<file path="src/rtl/frog_sprite_engine_pkg.sv">
// Shared VGA / sprite definitions for the frog sprite engine.
//   - visible area size, sprite size, hop geometry and timing
//   - colour constants (12-bit, [11:8]=blue, [7:4]=green, [3:0]=red)
//   - hop direction type and the sprite texel lookup
package frog_sprite_engine_pkg;

    localparam int H_VISIBLE       = 640;
    localparam int V_VISIBLE       = 480;
    localparam int SPRITE_SIZE     = 32;
    localparam int HOP_STEP        = 4;
    localparam int HOP_FRAMES      = 8;
    localparam int COOLDOWN_FRAMES = 2;
    localparam int START_X         = 304;
    localparam int START_Y         = 448;

    // Largest legal top-left coordinate keeps the whole sprite on screen.
    localparam int X_MAX    = H_VISIBLE - SPRITE_SIZE;
    localparam int Y_MAX    = V_VISIBLE - SPRITE_SIZE;
    localparam int HOP_DIST = HOP_STEP * HOP_FRAMES;

    localparam logic [11:0] COLOR_EYE   = 12'hfff;
    localparam logic [11:0] COLOR_BODY  = 12'h0f0;
    localparam logic [11:0] COLOR_BLACK = 12'h000;

    typedef enum logic [1:0] {
        DIR_UP    = 2'd0,
        DIR_DOWN  = 2'd1,
        DIR_LEFT  = 2'd2,
        DIR_RIGHT = 2'd3
    } dir_e;

    // Colour of a sprite texel given its local column/row (0..31).
    function automatic logic [11:0] sprite_texel(input logic [4:0] col,
                                                 input logic [4:0] row);
        logic eye_row;
        logic eye_col;
        eye_row = (row >= 5'd4) && (row <= 5'd7);
        eye_col = ((col >= 5'd6)  && (col <= 5'd9)) ||
                  ((col >= 5'd22) && (col <= 5'd25));
        return (eye_row && eye_col) ? COLOR_EYE : COLOR_BODY;
    endfunction

endpackage

</file>
<file path="src/rtl/frog_sprite_engine_button_sync.sv">
// Button conditioner: 2-flop synchronizer followed by a rising-edge detector.
// Ports:
//   clk, rst_n   system clock, asynchronous active-low reset
//   i_btn        raw asynchronous push-button, active-high
//   o_rise       one-cycle pulse on each synchronized rising edge
module frog_sprite_engine_button_sync (
    input  logic clk,
    input  logic rst_n,
    input  logic i_btn,
    output logic o_rise
);

    logic r_meta;
    logic r_sync;
    logic r_prev;

    always_ff @(posedge clk or negedge rst_n) begin
        if (!rst_n) begin
            r_meta <= 1'b0;
            r_sync <= 1'b0;
            r_prev <= 1'b0;
        end else begin
            r_meta <= i_btn;
            r_sync <= r_meta;
            r_prev <= r_sync;
        end
    end

    assign o_rise = r_sync & ~r_prev;

endmodule

</file>
<file path="src/rtl/frog_sprite_engine.sv">
// Frog sprite engine: moves a 32x32 frog sprite in 32-px hops driven by four
// push-buttons, one hop step per video frame, and renders the sprite colour
// for the current scan coordinate with one cycle of latency.
// Ports:
//   clk, rst_n                      system clock, asynchronous active-low reset
//   io_frame_tick                   pulse at first cycle of vertical blanking
//   io_pixel_x/y, io_pixel_valid    current scan coordinate and visibility
//   io_btn_up/down/left/right       raw asynchronous buttons, active-high
//   io_rgb_color                    registered pixel colour
//   io_frog_x/y                     registered sprite top-left position
//   io_hopping                      high while in HOP state
//
// state    | meaning
// ---------+------------------------------------------------------------
// IDLE     | waiting for a frame tick with a pending, in-bounds direction
// HOP      | moving 4 px per frame tick, r_cnt frames remaining
// COOLDOWN | rest period after a hop, r_cnt frame ticks remaining
module frog_sprite_engine (
    input  logic        clk,
    input  logic        rst_n,
    input  logic        io_frame_tick,
    input  logic [10:0] io_pixel_x,
    input  logic [10:0] io_pixel_y,
    input  logic        io_pixel_valid,
    input  logic        io_btn_up,
    input  logic        io_btn_down,
    input  logic        io_btn_left,
    input  logic        io_btn_right,
    output logic [11:0] io_rgb_color,
    output logic [10:0] io_frog_x,
    output logic [10:0] io_frog_y,
    output logic        io_hopping
);

    import frog_sprite_engine_pkg::*;

    typedef enum logic [1:0] {
        ST_IDLE     = 2'd0,
        ST_HOP      = 2'd1,
        ST_COOLDOWN = 2'd2
    } state_e;

    localparam logic [10:0] C_START_X  = 11'(START_X);
    localparam logic [10:0] C_START_Y  = 11'(START_Y);
    localparam logic [10:0] C_X_MAX    = 11'(X_MAX);
    localparam logic [10:0] C_Y_MAX    = 11'(Y_MAX);
    localparam logic [10:0] C_HOP_DIST = 11'(HOP_DIST);
    localparam logic [10:0] C_STEP     = 11'(HOP_STEP);
    localparam logic [10:0] C_SIZE     = 11'(SPRITE_SIZE);
    localparam logic [3:0]  C_HOP_CNT  = 4'(HOP_FRAMES);
    localparam logic [3:0]  C_COOL_CNT = 4'(COOLDOWN_FRAMES);

    // Bit order of the button vectors: [0]=up [1]=down [2]=left [3]=right.
    logic [3:0]  w_btn_raw;
    logic [3:0]  w_rise;

    state_e      r_state;
    logic [3:0]  r_cnt;
    dir_e        r_dir;
    logic [3:0]  r_pend;
    logic [10:0] r_frog_x;
    logic [10:0] r_frog_y;
    logic        r_hopping;
    logic [11:0] r_rgb;

    dir_e        w_sel_dir;
    logic        w_in_bounds;
    logic [10:0] w_dx;
    logic [10:0] w_dy;
    logic        w_hit;

    assign w_btn_raw = {io_btn_right, io_btn_left, io_btn_down, io_btn_up};

    for (genvar g = 0; g < 4; g++) begin : g_btn
        frog_sprite_engine_button_sync u_sync (
            .clk    (clk),
            .rst_n  (rst_n),
            .i_btn  (w_btn_raw[g]),
            .o_rise (w_rise[g])
        );
    end

    // Highest-priority pending direction and whether a full hop fits.
    always_comb begin
        w_sel_dir = DIR_RIGHT;
        if (r_pend[0])      w_sel_dir = DIR_UP;
        else if (r_pend[1]) w_sel_dir = DIR_DOWN;
        else if (r_pend[2]) w_sel_dir = DIR_LEFT;

        w_in_bounds = 1'b0;
        case (w_sel_dir)
            DIR_UP:    w_in_bounds = (r_frog_y >= C_HOP_DIST);
            DIR_DOWN:  w_in_bounds = (r_frog_y <= C_Y_MAX - C_HOP_DIST);
            DIR_LEFT:  w_in_bounds = (r_frog_x >= C_HOP_DIST);
            DIR_RIGHT: w_in_bounds = (r_frog_x <= C_X_MAX - C_HOP_DIST);
            default:   w_in_bounds = 1'b0;
        endcase
    end

    // Decisions on a frame tick use r_pend as it stood before this cycle, so an
    // edge arriving together with the tick is merged into the new pending set
    // and waits for the following tick.
    always_ff @(posedge clk or negedge rst_n) begin
        if (!rst_n) begin
            r_state   <= ST_IDLE;
            r_cnt     <= 4'd0;
            r_dir     <= DIR_UP;
            r_pend    <= 4'd0;
            r_frog_x  <= C_START_X;
            r_frog_y  <= C_START_Y;
            r_hopping <= 1'b0;
        end else begin
            r_pend <= r_pend | w_rise;
            if (io_frame_tick) begin
                case (r_state)
                    ST_IDLE: begin
                        if (|r_pend) begin
                            // Hop taken or discarded: every queued direction goes.
                            r_pend <= w_rise;
                            if (w_in_bounds) begin
                                r_state   <= ST_HOP;
                                r_dir     <= w_sel_dir;
                                r_cnt     <= C_HOP_CNT;
                                r_hopping <= 1'b1;
                            end
                        end
                    end
                    ST_HOP: begin
                        case (r_dir)
                            DIR_UP:    r_frog_y <= r_frog_y - C_STEP;
                            DIR_DOWN:  r_frog_y <= r_frog_y + C_STEP;
                            DIR_LEFT:  r_frog_x <= r_frog_x - C_STEP;
                            DIR_RIGHT: r_frog_x <= r_frog_x + C_STEP;
                            default:   r_frog_x <= r_frog_x;
                        endcase
                        if (r_cnt == 4'd1) begin
                            r_state   <= ST_COOLDOWN;
                            r_cnt     <= C_COOL_CNT;
                            r_hopping <= 1'b0;
                        end else begin
                            r_cnt <= r_cnt - 4'd1;
                        end
                    end
                    ST_COOLDOWN: begin
                        if (r_cnt <= 4'd1) begin
                            r_state <= ST_IDLE;
                            r_cnt   <= 4'd0;
                        end else begin
                            r_cnt <= r_cnt - 4'd1;
                        end
                    end
                    default: begin
                        r_state   <= ST_IDLE;
                        r_cnt     <= 4'd0;
                        r_hopping <= 1'b0;
                    end
                endcase
            end
        end
    end

    // Unsigned offsets; the explicit >= guards stop underflow from wrapping
    // into a false hit left of / above the sprite.
    assign w_dx  = io_pixel_x - r_frog_x;
    assign w_dy  = io_pixel_y - r_frog_y;
    assign w_hit = io_pixel_valid &&
                   (io_pixel_x >= r_frog_x) && (w_dx < C_SIZE) &&
                   (io_pixel_y >= r_frog_y) && (w_dy < C_SIZE);

    always_ff @(posedge clk or negedge rst_n) begin
        if (!rst_n) begin
            r_rgb <= COLOR_BLACK;
        end else begin
            r_rgb <= w_hit ? sprite_texel(w_dx[4:0], w_dy[4:0]) : COLOR_BLACK;
        end
    end

    assign io_rgb_color = r_rgb;
    assign io_frog_x    = r_frog_x;
    assign io_frog_y    = r_frog_y;
    assign io_hopping   = r_hopping;

endmodule
</file>
<file path="config.mk">
export PLATFORM = sky130hd
export DESIGN_NAME = frog_sprite_engine
export DESIGN_NICKNAME = d
export VERILOG_FILES = /design/src/rtl/frog_sprite_engine_pkg.sv /design/src/rtl/frog_sprite_engine_button_sync.sv /design/src/rtl/frog_sprite_engine.sv
export SDC_FILE = /design/constraint.sdc
export NUM_CORES = 1
export LEC_CHECK = 0
export CORE_UTILIZATION = 45
export CTS_CLUSTER_DIAMETER = 200
export DETAILED_ROUTE_END_ITERATION = 10
export PLACE_DENSITY = 0.71
export SYNTH_ARGS = -nofsm -noshare
export SYNTH_HDL_FRONTEND = slang
export SYNTH_SLANG_ARGS = --single-unit
</file>
<file path="constraint.sdc">
create_clock -name clk -period 7 [get_ports clk]
set_clock_uncertainty 0.1 [all_clocks]
set_input_delay 1.4 -clock clk [delete_from_list [all_inputs] [get_ports clk]]
set_output_delay 1.4 -clock clk [all_outputs]
set_load 0.1 [all_outputs]
</file>
---- Word level (Yosys, flattened, before mapping) ----
Index checks and enable logic that the tools add are counted.
word-level totals
  register bits ........................... 59
  bits in latches ......................... 0
  bits in writable memories ............... 0
  memory bits (read-only) ................. 0
  input port bits ......................... 30
  output and inout bits ................... 35
  word-level logic and storage cells ...... 111
  memories ................................ 0
operators by class
  $add $sub $neg .......................... 7
  $mul .................................... 0
  divide/modulo/power cells ............... 0
  $lt $le $gt $ge ......................... 15
  equal/unequal tests ..................... 13
  shift operators ......................... 0
  multiplexer cells ....................... 25
  bitwise operators ....................... 10
  reduce and logical (&&, ||, !) cells .... 21
operators by type and width
  kind                                                                number
  case mux 11 bit (2 select lines)                                    2
  2-to-1 mux 4 bit                                                    7
  2-to-1 mux 12 bit                                                   2
  adder 11 x 3 -> 11 bit, second input constant                       2
  greater-or-equal comparator 11 bit                                  2
  greater-or-equal comparator 11 x 6 -> 1 bit, second input constant  2
  less-than comparator 11 x 6 -> 1 bit, second input constant         2
  subtractor 11 bit                                                   2
  subtractor 11 x 3 -> 11 bit, second input constant                  2
  2-to-1 mux 2 bit                                                    6
  case mux 4 bit (3 select lines)                                     1
  less-or-equal comparator 11 x 10 -> 1 bit, second input constant    1
  less-or-equal comparator 11 x 9 -> 1 bit, second input constant     1
  == test 2 bit, second input constant                                5
  greater-or-equal comparator 5 x 3 -> 1 bit, second input constant   2
  AND reduction 5 bit                                                 2
  AND reduction 3 bit                                                 3
  logical AND 1 bit                                                   8
  inequality test 2 bit, second input constant                        4
  == test 2 x 1 -> 1 bit, second input constant                       3
  zero test 2 bit                                                     3
  case mux 2 bit (3 select lines)                                     1
  greater-or-equal comparator 5 bit, second input constant            1
  less-or-equal comparator 5 x 3 -> 1 bit, second input constant      1
  15 further kinds                                                    26

---- Logic depth before layout (Yosys ltp) ----
  depth after elaboration ................. 8
  gate-level depth with buffers ........... 11
  depth with buffers taken out ............ 11

---- Hierarchy ----
A second synthesis with hierarchy kept.
second synthesis, totals
  cell total of the unflattened synthesis .. 389
  area total of the unflattened synthesis .. 3525.9 um^2
modules (own cells, without submodules)
  module                          instances  cells each  area an instance (um^2)  sequential area each (um^2)
  frog_sprite_engine              1          373         3170.5                   833.3
  frog_sprite_engine_button_sync  4          4           88.8                     75.1

---- Worst setup path before layout ----
Ideal clock, no wire load.
  kind .................................... input-to-reg
  from .................................... in io_pixel_y[2]
  to ...................................... reg r_rgb[10] (netlist: io_rgb_color[10])
  library setup time ...................... 0.067 ns
  arrival ................................. 3.436 ns
  required time ........................... 6.833 ns
  slack ................................... 3.398 ns
  stages .................................. 11
  buffers on the path ..................... 0
  path through ............................ inv_1 ha_1 inv_1 fa_1 a211oi_1 nor2_1 nor2_1 o221ai_1 or4_4 nor4b_4 and3_1
on the way
  elaborated cells between the ends (all ways) .. 11
  classes of those cells .................. add/sub: 1; order compare: 4; mux: 2; reduce/logical: 4
RTL lines
  element                                                                           RTL line                                              source
  from (decl)                                                                       frog_sprite_engine.sv:23                              input logic [10:0] io_pixel_y,
  subtractor 11 bit / greater-or-equal comparator 11 bit (equally long branches)    frog_sprite_engine.sv:165, frog_sprite_engine.sv:168
  less-than comparator 11 x 6 -> 1 bit / logical AND 1 bit (equally long branches)  frog_sprite_engine.sv:168, frog_sprite_engine.sv:167
  logical AND 1 bit *                                                               frog_sprite_engine.sv:168                             (io_pixel_y >= r_frog_y) && (w_dy < C_SIZE);
  via w_hit                                                                         frog_sprite_engine.sv:70                              logic w_hit;
  2-to-1 mux 12 bit *                                                               frog_sprite_engine.sv:174                             r_rgb <= w_hit ? sprite_texel(w_dx[4:0], w_dy[4:0]) : COLOR_BLACK;
  to (signal assigned)                                                              frog_sprite_engine.sv:174
  to (decl)                                                                         frog_sprite_engine.sv:64                              logic [11:0] r_rgb;
Mark *: on every way through the listed nets, which the timed path passes. The rest lies on a longest branch.
A chain may end at the register's enable or synchronous reset.

---- Final worst setup path ----
Same ends and word-level chain as after synthesis.

==> flow_metrics.env <==
export IMPL_post_cts_buffers=0
export IMPL_grt_pass1_wl_mm=11.6
export IMPL_synth_area_top_cells="dfrtp_1 (29%), ha_1 (13%), dfstp_2 (4.7%), a21oi_1 (3.6%), nand2_1 (3.6%)"
export IMPL_maxSlewHeadroom_pct=31.2
export IMPL_insertion_delay_ns=0.31
export IMPL_cts_root_buf="clkbuf_8"
export IMPL_hpwl_mm=5.32
export IMPL_outcome="completed"
export IMPL_coreArea_um2=7250
export IMPL_grt_pass1_vias=2602
export IMPL_layout_nets=489
export IMPL_tightest_slew_ns=1.03
export IMPL_row_count=31
export IMPL_cts_tree="yes"
export IMPL_dieArea_um2=7830
export IMPL_path_cells="clkdlybuf4s50_1 > inv_1 > ha_1 > inv_1 > fa_1 > a211oi_1 > nor3b_1 > nand2_1 > mux2i_2 > or4_4 > nor4b_4 > and3_1"
export IMPL_yosys_area_top_type="dfrtp_1"
export IMPL_cts_buffers=5
export IMPL_viasPerCell=5.42
export IMPL_async_reset_ff_share_pct=100
export IMPL_cts_resized=0
export IMPL_die_h_um=88.5
export IMPL_seq_area_frac_synth_pct=33.7
export IMPL_ant_nets=0
export IMPL_yosysMostFrequentCell="dfrtp_1"
export IMPL_drive_above_1_share_pct=5.45
export IMPL_cp_start_kind="input port"
export IMPL_grt_overflow_total=0
export IMPL_max_stage_delay_ns=0.49
export IMPL_nFillCells=671
export IMPL_grt_max_degree=46
export IMPL_vias=2823
export IMPL_place_gp_congestion=0.848
export IMPL_mappedNetlistArea_um2=3370
export IMPL_ctsLongestPathBuffers=2
export IMPL_cp_arrival_ns=4.03
export IMPL_syn_area_per_cell_um2=9.08
export IMPL_hold_viol=0
export IMPL_routed_wl_mm=6.89
export IMPL_drc_errors=0
export IMPL_synth_top_area_share_pct=29.0
export IMPL_cpMostUsedCell="inv_1"
export IMPL_reg2reg_depth=9
export IMPL_htreeDepth=2
export IMPL_hold_path_class="flop to flop"
export IMPL_antenna_found_initial=0
export IMPL_diodes=0
export IMPL_fmax_ghz=0.257
export IMPL_clock_sinks=45
export IMPL_synth_edff_count=0
export IMPL_numPlacedInstances=513
export IMPL_setup_tns_ns=0
export IMPL_yosysWarnings=0
export IMPL_period_share_pct=55.6
export IMPL_clkTransAtPathRegs_ns=0.09
export IMPL_synthDistinctLibCells=55
export IMPL_yosys_top_cells_count="dfrtp_1 (39), ha_1 (34), nand2_1 (32)"
export IMPL_whs_path_depth=0
export IMPL_finalSetupViolations=0
export IMPL_cts_hold_buf=0
export IMPL_final_max_slew_violation_count=0
export IMPL_routedWlPerCell_um=13.2
export IMPL_place_port_buffers=58
export IMPL_fin_cells=521
export IMPL_area_growth_synth_to_final_pct=21.1
export IMPL_pin_count=65
export IMPL_end_kind="flop"
export IMPL_crit_required_ns=7.14
export IMPL_crit_type="input port to flop"
export IMPL_timing_final_crit_period_ns=3.89
export IMPL_drtPass1Iterations=5
export IMPL_track_usage_pct=18.8
export IMPL_ys_ff_latch=45
export IMPL_cp_max_fo=3
export IMPL_rsz0062_at_grt="no"
export IMPL_syn_inst=371
export IMPL_initialDrtViolationCount=119
export IMPL_ys_flop_type="dfrtp_1"
export IMPL_fp_dieW_um=88.5
export IMPL_crit_path_top_delay_cell="or4_4"
export IMPL_max_cap_violations=0
export IMPL_initial_core_util_pct=46.4
==> layout make-up <==
type | count | area, um2 | share of cell area [%]
well taps | 99 | 124 | 3.04
clock inverters | 3 | 50.0 | 1.23
multi-input cells | 281 | 2010 | 49.4
inverters | 30 | 113 | 2.76
clock buffers | 5 | 68.8 | 1.69
repair buffers | 58 | 576 | 14.1
flip-flops and latches | 45 | 1130 | 27.8
==> flip-flops by register name, summed over array words and instances, names as in the netlist <==
name / flops
g_btn.u_sync.r_sync: 4
io_rgb_color: 2
io_frog_y: 9
io_frog_x: 9
r_pend: 4
r_state: 2
r_cnt: 4
g_btn.u_sync.r_meta: 4
r_dir: 2
g_btn.u_sync.r_prev: 4
io_hopping: 1
==> worst paths after layout <==
check / startpoint / to / slack, ns
setup / recovery: io_pixel_y[2] / io_rgb_color[10]$_DFF_PN0_ / 3.11
hold / removal: g_btn[0].u_sync.r_meta$_DFF_PN0_ / g_btn[0].u_sync.r_sync$_DFF_PN0_ / 0.25
setup reg to reg: io_frog_x[4]$_DFFE_PN1P_ / io_rgb_color[10]$_DFF_PN0_ / 4.13
hold reg to reg: g_btn[0].u_sync.r_meta$_DFF_PN0_ / g_btn[0].u_sync.r_sync$_DFF_PN0_ / 0.25
max in group asynchronous: rst_n / r_state[0]$_DFFE_PN0P_ / 4.99
min in group asynchronous: rst_n / r_pend[0]$_DFF_PN0_ / 1.17
==> through the flow <==
step	hold WS, ns	setup slack, ns	utilization, %	instance area, um2
after global routing	0.262	2.87	56.2	4080
after CTS	0.259	3.10	56.2	4080
after detailed placement	0.237	2.79	54.6	3960
final	0.255	3.11	56.2	4080
after global placement	0.232	2.80	54.6	3960
after floorplan	0.231	3.40	-	3380
==> kinds of logic after synthesis <==
| group | synth area share, % |
|---|---|
| buf+inv | 6.91 |
| simple gates | 16.6 |
| mux | 2.04 |
| flops | 33.7 |
| other cells | 0.111 |
| compound gates | 21.2 |
| fa+ha+maj | 15.0 |
| xor+xnor | 4.42 |
==> critical path: cells and delay by family <==
| kind | cells | cell delay (ns) |
|---|---|---|
| buf+inv | 3 | 0.57 |
| compound gates | 1 | 0.10 |
| simple gates | 5 | 1.41 |
| mux | 1 | 0.17 |
| fa+ha+maj | 2 | 0.40 |
==> cell usage in the layout, fill, tap and decap left out, types with 3 or more instances in the layout <==
cell type,instances
nand3b_1,3
nand2b_1,14
nor2_1,21
o22ai_1,3
nor3b_1,3
o21bai_1,3
a21o_1,11
dfstp_2,6
o31ai_1,8
conb_1,4
o21ai_0,13
fa_1,4
o21ai_1,21
mux2_1,3
a21oi_1,24
o21a_1,9
xor2_1,10
a211oi_1,3
or3_1,3
xnor2_1,7
nand2_1,32
nor3_1,8
nor4b_1,3
ha_1,34
clkdlybuf4s50_1,57
nand3_1,3
dfrtp_1,39
inv_1,30
clkbuf_8,5
==> metal layers <==
metal	GRT usage, %	share of wire, %	vias up
li1	-	-	1411
met1	24.2	47	1341
met2	32.1	48	61
met3	3.54	3.7	10
met4	5.43	1.3	0
met5	0	0	-
Power is not shown: default switching activity piles up to over one toggle a cycle in this logic, so the estimate is an artifact.
